--- src/rtl/led_ctrl_pkg.sv ---
// Shared constants and helpers for the push-button LED controller.
// Optional feature macro: LED_CTRL_PRESS_CNT_EN (press counter output).
package led_ctrl_pkg;

   localparam logic KEY_PRESSED_LOW         = 1'b0;
   localparam logic KEY_RELEASED_LOW        = 1'b1;
   localparam int   DEFAULT_DEBOUNCE_CYCLES = 20;

   // Idle pin level when nobody is touching the button.
   function automatic logic released_level(input int key_active_low);
      return (key_active_low != 0) ? KEY_RELEASED_LOW : ~KEY_RELEASED_LOW;
   endfunction

endpackage

--- src/rtl/led_ctrl_if.sv ---
// Pin-side bundle of the LED controller: raw key in, LED drive out.
// Optional feature macro: LED_CTRL_PRESS_CNT_EN adds the press_cnt status output.
interface led_ctrl_if;

   logic       key;
   logic       led;
`ifdef LED_CTRL_PRESS_CNT_EN
   logic [7:0] press_cnt;
`endif

   modport master (
      output key,
      input  led
`ifdef LED_CTRL_PRESS_CNT_EN
      , input press_cnt
`endif
   );

   modport slave (
      input  key,
      output led
`ifdef LED_CTRL_PRESS_CNT_EN
      , output press_cnt
`endif
   );

endinterface

--- src/rtl/led_ctrl_key_debounce.sv ---
// Two-flop synchroniser plus persistence-count debouncer for a raw pushbutton.
// Emits the accepted key level and a one-cycle pulse on each accepted press.
module key_debounce
   import led_ctrl_pkg::*;
#(
   parameter int DEBOUNCE_CYCLES = DEFAULT_DEBOUNCE_CYCLES,
   parameter int KEY_ACTIVE_LOW  = 1
) (
   input  logic clk,
   input  logic rst,
   input  logic key_raw,
   output logic key_level,
   output logic press_pulse
);

   localparam logic                 RELEASED = released_level(KEY_ACTIVE_LOW);
   localparam int                   CNT_W    = $clog2(DEBOUNCE_CYCLES + 1);
   localparam logic [CNT_W-1:0]     CNT_LAST = CNT_W'(DEBOUNCE_CYCLES - 1);

   logic             key_s1_q, key_s1_d;
   logic             key_s2_q, key_s2_d;
   logic             key_db_q, key_db_d;
   logic [CNT_W-1:0] cnt_q, cnt_d;

   always_comb begin
      key_s1_d    = key_raw;
      key_s2_d    = key_s1_q;
      key_db_d    = key_db_q;
      cnt_d       = cnt_q;
      press_pulse = 1'b0;
      if (key_s2_q == key_db_q) begin
         cnt_d = '0;
      end else if (cnt_q == CNT_LAST) begin
         key_db_d    = key_s2_q;
         cnt_d       = '0;
         press_pulse = (key_s2_q != RELEASED);
      end else begin
         cnt_d = cnt_q + 1'b1;
      end
   end

   always_ff @(posedge clk) begin
      if (rst) begin
         key_s1_q <= RELEASED;
         key_s2_q <= RELEASED;
         key_db_q <= RELEASED;
         cnt_q    <= '0;
      end else begin
         key_s1_q <= key_s1_d;
         key_s2_q <= key_s2_d;
         key_db_q <= key_db_d;
         cnt_q    <= cnt_d;
      end
   end

   assign key_level = key_db_q;

endmodule

--- src/rtl/led_ctrl.sv ---
// Push-button LED controller: toggles the LED once per debounced press.
// Optional feature macro: LED_CTRL_PRESS_CNT_EN adds an 8-bit wrapping press counter.
module led_ctrl
   import led_ctrl_pkg::*;
#(
   parameter int   DEBOUNCE_CYCLES = DEFAULT_DEBOUNCE_CYCLES,
   parameter int   KEY_ACTIVE_LOW  = 1,
   parameter logic LED_RST_VAL     = 1'b0
) (
   input logic        clk,
   input logic        rst,
   led_ctrl_if.slave  io
);

   localparam logic RELEASED = released_level(KEY_ACTIVE_LOW);

   logic key_level;
   logic press_pulse;
   logic press_evt;
   logic led_q, led_d;

   key_debounce #(
      .DEBOUNCE_CYCLES (DEBOUNCE_CYCLES),
      .KEY_ACTIVE_LOW  (KEY_ACTIVE_LOW)
   ) u_key_debounce (
      .clk         (clk),
      .rst         (rst),
      .key_raw     (io.key),
      .key_level   (key_level),
      .press_pulse (press_pulse)
   );

   // On the pulse cycle the accepted level still reads released; it flips on this edge.
   assign press_evt = press_pulse & (key_level == RELEASED);

   always_comb begin
      led_d = led_q ^ press_evt;
   end

   always_ff @(posedge clk) begin
      if (rst) begin
         led_q <= LED_RST_VAL;
      end else begin
         led_q <= led_d;
      end
   end

   assign io.led = led_q;

`ifdef LED_CTRL_PRESS_CNT_EN
   logic [7:0] press_cnt_q, press_cnt_d;

   always_comb begin
      press_cnt_d = press_cnt_q;
      if (press_evt) begin
         press_cnt_d = press_cnt_q + 8'd1;
      end
   end

   always_ff @(posedge clk) begin
      if (rst) begin
         press_cnt_q <= '0;
      end else begin
         press_cnt_q <= press_cnt_d;
      end
   end

   assign io.press_cnt = press_cnt_q;
`endif

endmodule

--- src/flat_wrapper.sv ---
// flat-port wrapper written by rule: the top's interface ports become plain ports
module led_ctrl_flat import led_ctrl_pkg::*;
#(
   parameter int   DEBOUNCE_CYCLES = DEFAULT_DEBOUNCE_CYCLES,
   parameter int   KEY_ACTIVE_LOW  = 1,
   parameter logic LED_RST_VAL     = 1'b0
)
  (clk, rst, io_key, io_led);
  led_ctrl_if io_i ();
  input logic clk;
  input logic rst;
  input wire logic [$bits(io_i.key)-1:0] io_key;
  output wire logic [$bits(io_i.led)-1:0] io_led;
  assign io_i.key = io_key;
  assign io_led = io_i.led;
  led_ctrl #(.DEBOUNCE_CYCLES(DEBOUNCE_CYCLES), .KEY_ACTIVE_LOW(KEY_ACTIVE_LOW), .LED_RST_VAL(LED_RST_VAL)) u_core (.clk(clk), .rst(rst), .io(io_i));
endmodule
--- config.mk ---
export PLATFORM = sky130hd
export DESIGN_NAME = led_ctrl_flat
export DESIGN_NICKNAME = d
export VERILOG_FILES = /design/src/rtl/led_ctrl_pkg.sv /design/src/rtl/led_ctrl_if.sv /design/src/rtl/led_ctrl_key_debounce.sv /design/src/rtl/led_ctrl.sv /design/src/flat_wrapper.sv
export SDC_FILE = /design/constraint.sdc
export NUM_CORES = 1
export LEC_CHECK = 0
export ABC_AREA = 1
export ABC_CLOCK_PERIOD_IN_PS = 1100
export CAP_MARGIN = 40
export CORE_AREA = 2 2 39 41
export DETAILED_ROUTE_END_ITERATION = 10
export DIE_AREA = 0 0 41 43
export PLACE_DENSITY = 0.45
export RECOVER_POWER = 100
export SYNTH_ARGS = -nofsm -noshare
export SYNTH_HDL_FRONTEND = slang
export SYNTH_SLANG_ARGS = --single-unit
--- constraint.sdc ---
create_clock -name clk -period 1.1 [get_ports clk]
set_clock_uncertainty 0.05 [all_clocks]
set_input_delay 0.22 -clock clk [delete_from_list [all_inputs] [get_ports clk]]
set_output_delay 0.22 -clock clk [all_outputs]
set_load 0.005 [all_outputs]
==> summary.md <==
| Metric | Value |
|---|---|
| Slew Viols, Final | 0 |
| Area Overhead vs Synth | 40.9% |
| Tcrit/Tclk final | a little over nine tenths |
| Class of the worst hold path | flop to flop |
| Setup bufs post-CTS | 0 |
| CP arrival | about 1.2 ns |
| Via count | about 300 |
| Fill count | between 150 and 200 |
| Antenna Cells | 0 |
| Die width | 41 µm |
| Boundary pin count | 4 |
| Initial drt markers | 0 |
| Pre-antenna DRT Iters | 1 |
| DP Area | ~460 µm² |
| Fin nets | 63 |
| Run status | finished clean |
| H-tree Lvls | 1 |
| RSZ-0062 raised after global routing | yes |
| Max VDD drop | 0.567 mV |
| Count of final hold-check violations | 0 |
| Sequential fraction of the synthesis area | about 50% |
| Synth Instances | between 40 and 50 |
| Post-Syn Area | between 300 and 400 µm² |
| Final GP Congestion | between 0.7 and 0.8 |
| Drt wl/cell | 8.49 µm |
| Crit end category | flop |
| CTS root buffer | clkbuf_4 |
| Placed insts | 70 |
| Clk sinks | 9 |
| Highest clock rate | 942 MHz |
| Least-Margin Pin Slew | 0.170 ns |
| Worst hold slack | roughly 0.36 ns |
| Vias in the first global route | about 280 |
| DRT Wirelength | roughly 630 µm |
| Layout Utilization | approximately 38% |
| Final Setup Violations | 0 |
| Std-Cell Rows | 14 |
| Clock Tree Buf Depth | 2 |
| Drc violations | 0 |
| Full die area | between 1500 and 2000 µm² |
| Finished Layout Cells | 74 |
| First-pass GRT wire length | 1090 µm |
| Cell area after layout | around 520 µm² |
| Synth unique cells | 14 |
| CP max FO | 5 |
| Mean Syn Cell Area | 8.05 µm² |
| Max_cap viols | 0 |
| Worst EP required | roughly 1.2 ns |
| DP Wirelength | ~430 µm |
| FF+latch count, synth | 9 |
| Input/output buffers | 3 |
| Crit path kind | flop to flop |
| Clk_lat worst skew | 0.26 ns |
| Num CTS Buffers | 3 |
| TritonCTS clock tree | built |
| # hold bufs at CTS | 0 |
| Congestion Overflow GR | 0 |
| Die boundary height | 43 µm |
| Core region area | approximately 1400 µm² |
| Leakage power | around 0.21 nW |
| Largest net degree at the start of global routing | 6 |
| Initial Utilization | a little over a quarter |
| Antenna Nets Post-Route | 0 |
| Synth warnings | 0 |
| Vias per cell | about 4.0 |
| Share of layout cells above drive strength 1 | between 40% and 50% |
| CTS clk-pin slew, worst paths | 0.07 ns |
| Pwr dens | ~1200 nW/µm² |
| Syn nets | 50 |
| Antenna violations before repair | 0 |
| Max transition margin | between 80% and 90% |
| Startpoint types | flop |
| Final min period | around 1.1 ns |
| Global Route Usage Sum | between 10% and 20% |
==> flip-flops by register name (all words and copies together), names as in the netlist <==
signal / cells
u_core.u_key_debounce.key_s2_q: 1
u_core.u_key_debounce.key_s1_q: 1
u_core.io.led: 1
u_core.u_key_debounce.cnt_q: 5
u_core.u_key_debounce.key_level: 1
==> layer usage <==
layer / vias up / wire length, µm / track usage [%]
met5: - / 0 / 0
met4: 0 / 0 / 10.0
met3: 0 / 16 / 4.71
met2: 3 / 332 / 12.2
met1: 129 / 279 / 11.8
li1: 161 / - / -
==> repair_timing <==
item,4_1_cts,5_1_grt
pin swaps,2,1
endpoints found under the hold margin,0,0
setup endpoints to repair,8,8
gates resized for setup,6,8
==> power by group <==
group / switching (mW) / internal, mW / total [mW]
clock network: 0.120 / 0.140 / 0.260
logic: 0.00927 / 0.0133 / 0.0226
registers: 0.00228 / 0.330 / 0.333
total: 0.131 / 0.484 / 0.615
==> logic make-up (layout without fill, tap and decap cells) <==
| logic type | Yosys count | after routing | synth area share (%) |
|---|---|---|---|
| compound gates | 2 | 2 | 3.72 |
| flops | 9 | 9 | 48.6 |
| xor+xnor | 3 | 3 | 7.10 |
| buf+inv | 8 | 20 | 8.11 |
| simple gates | 23 | 23 | 29.1 |
| fa+ha+maj | 1 | 1 | 3.38 |
==> metrics by stage <==
step / worst slack, ns / total power, mW / setup TNS, ns
6_report: 0.0390 / 0.615 / 0
5_1_grt: -0.0421 / 0.646 / -0.235
4_1_cts: 0.00422 / 0.626 / 0
3_5_place_dp: -0.0670 / 0.361 / -0.394
3_3_place_gp: -0.0608 / 0.362 / -0.417
2_1_floorplan: 0.0309 / 0.350 / 0
==> cells in the final DEF (no fill, tap or decap), drive strengths merged <==
cell type,n
nor2,11
dfxtp,9
inv,8
nand2,6
buf,5
clkbuf,4
xor2,3
nand3,3
or2,2
clkdlybuf4s50,2
a21oi,1
o21ai,1
nand4,1
ha,1
clkdlybuf4s15,1
==> worst max-delay path, stage by stage (launching register included) <==
cell	delay, ns
dfxtp_2	0.35
ha_4	0.15
nand2_2	0.07
nor2_4	0.11
nor2_2	0.05
nand2_2	0.12
nor2_1	0.05
==> worst paths after layout <==
kind | startpoint | cells past startpoint | to | slack (ns)
worst max-delay path | u_core.u_key_debounce.cnt_q[1]$_SDFF_PP0_ | 6 | u_core.u_key_debounce.cnt_q[0]$_SDFF_PP0_ | 0.04
worst max register to register | u_core.u_key_debounce.cnt_q[1]$_SDFF_PP0_ | 6 | u_core.u_key_debounce.cnt_q[0]$_SDFF_PP0_ | 0.04
worst min register to register | u_core.u_key_debounce.key_s1_q$_SDFF_PP1_ | 1 | u_core.u_key_debounce.key_s2_q$_SDFF_PP1_ | 0.36
worst min-delay path | u_core.u_key_debounce.key_s1_q$_SDFF_PP1_ | 1 | u_core.u_key_debounce.key_s2_q$_SDFF_PP1_ | 0.36
==> cells in the mapped netlist <==
cell type  n  area [µm²]
a21oi_2    1        8.76
dfxtp_1    9         180
nor2_2     2        12.5
ha_1       1        12.5
nand2_2    2        12.5
nand3_1    3        15.0
or2_2      2        12.5
o21ai_0    1        5.00
nor2_1     9        33.8
nand4_1    1        6.26
xor2_1     3        26.3
inv_2      1        3.75
inv_1      7        26.3
nand2_1    4        15.0
==> cell type report <==
cell class	count	area, µm²	share of cell area (%)
multi-input cells	29	193	36.9
flip-flops and latches	9	185	35.5
repair buffers	8	67.6	12.9
inverters	8	30.0	5.76
clock buffers	4	26.3	5.04
well taps	16	20.0	3.84
Note: power is estimated with default switching activity, not from simulation.
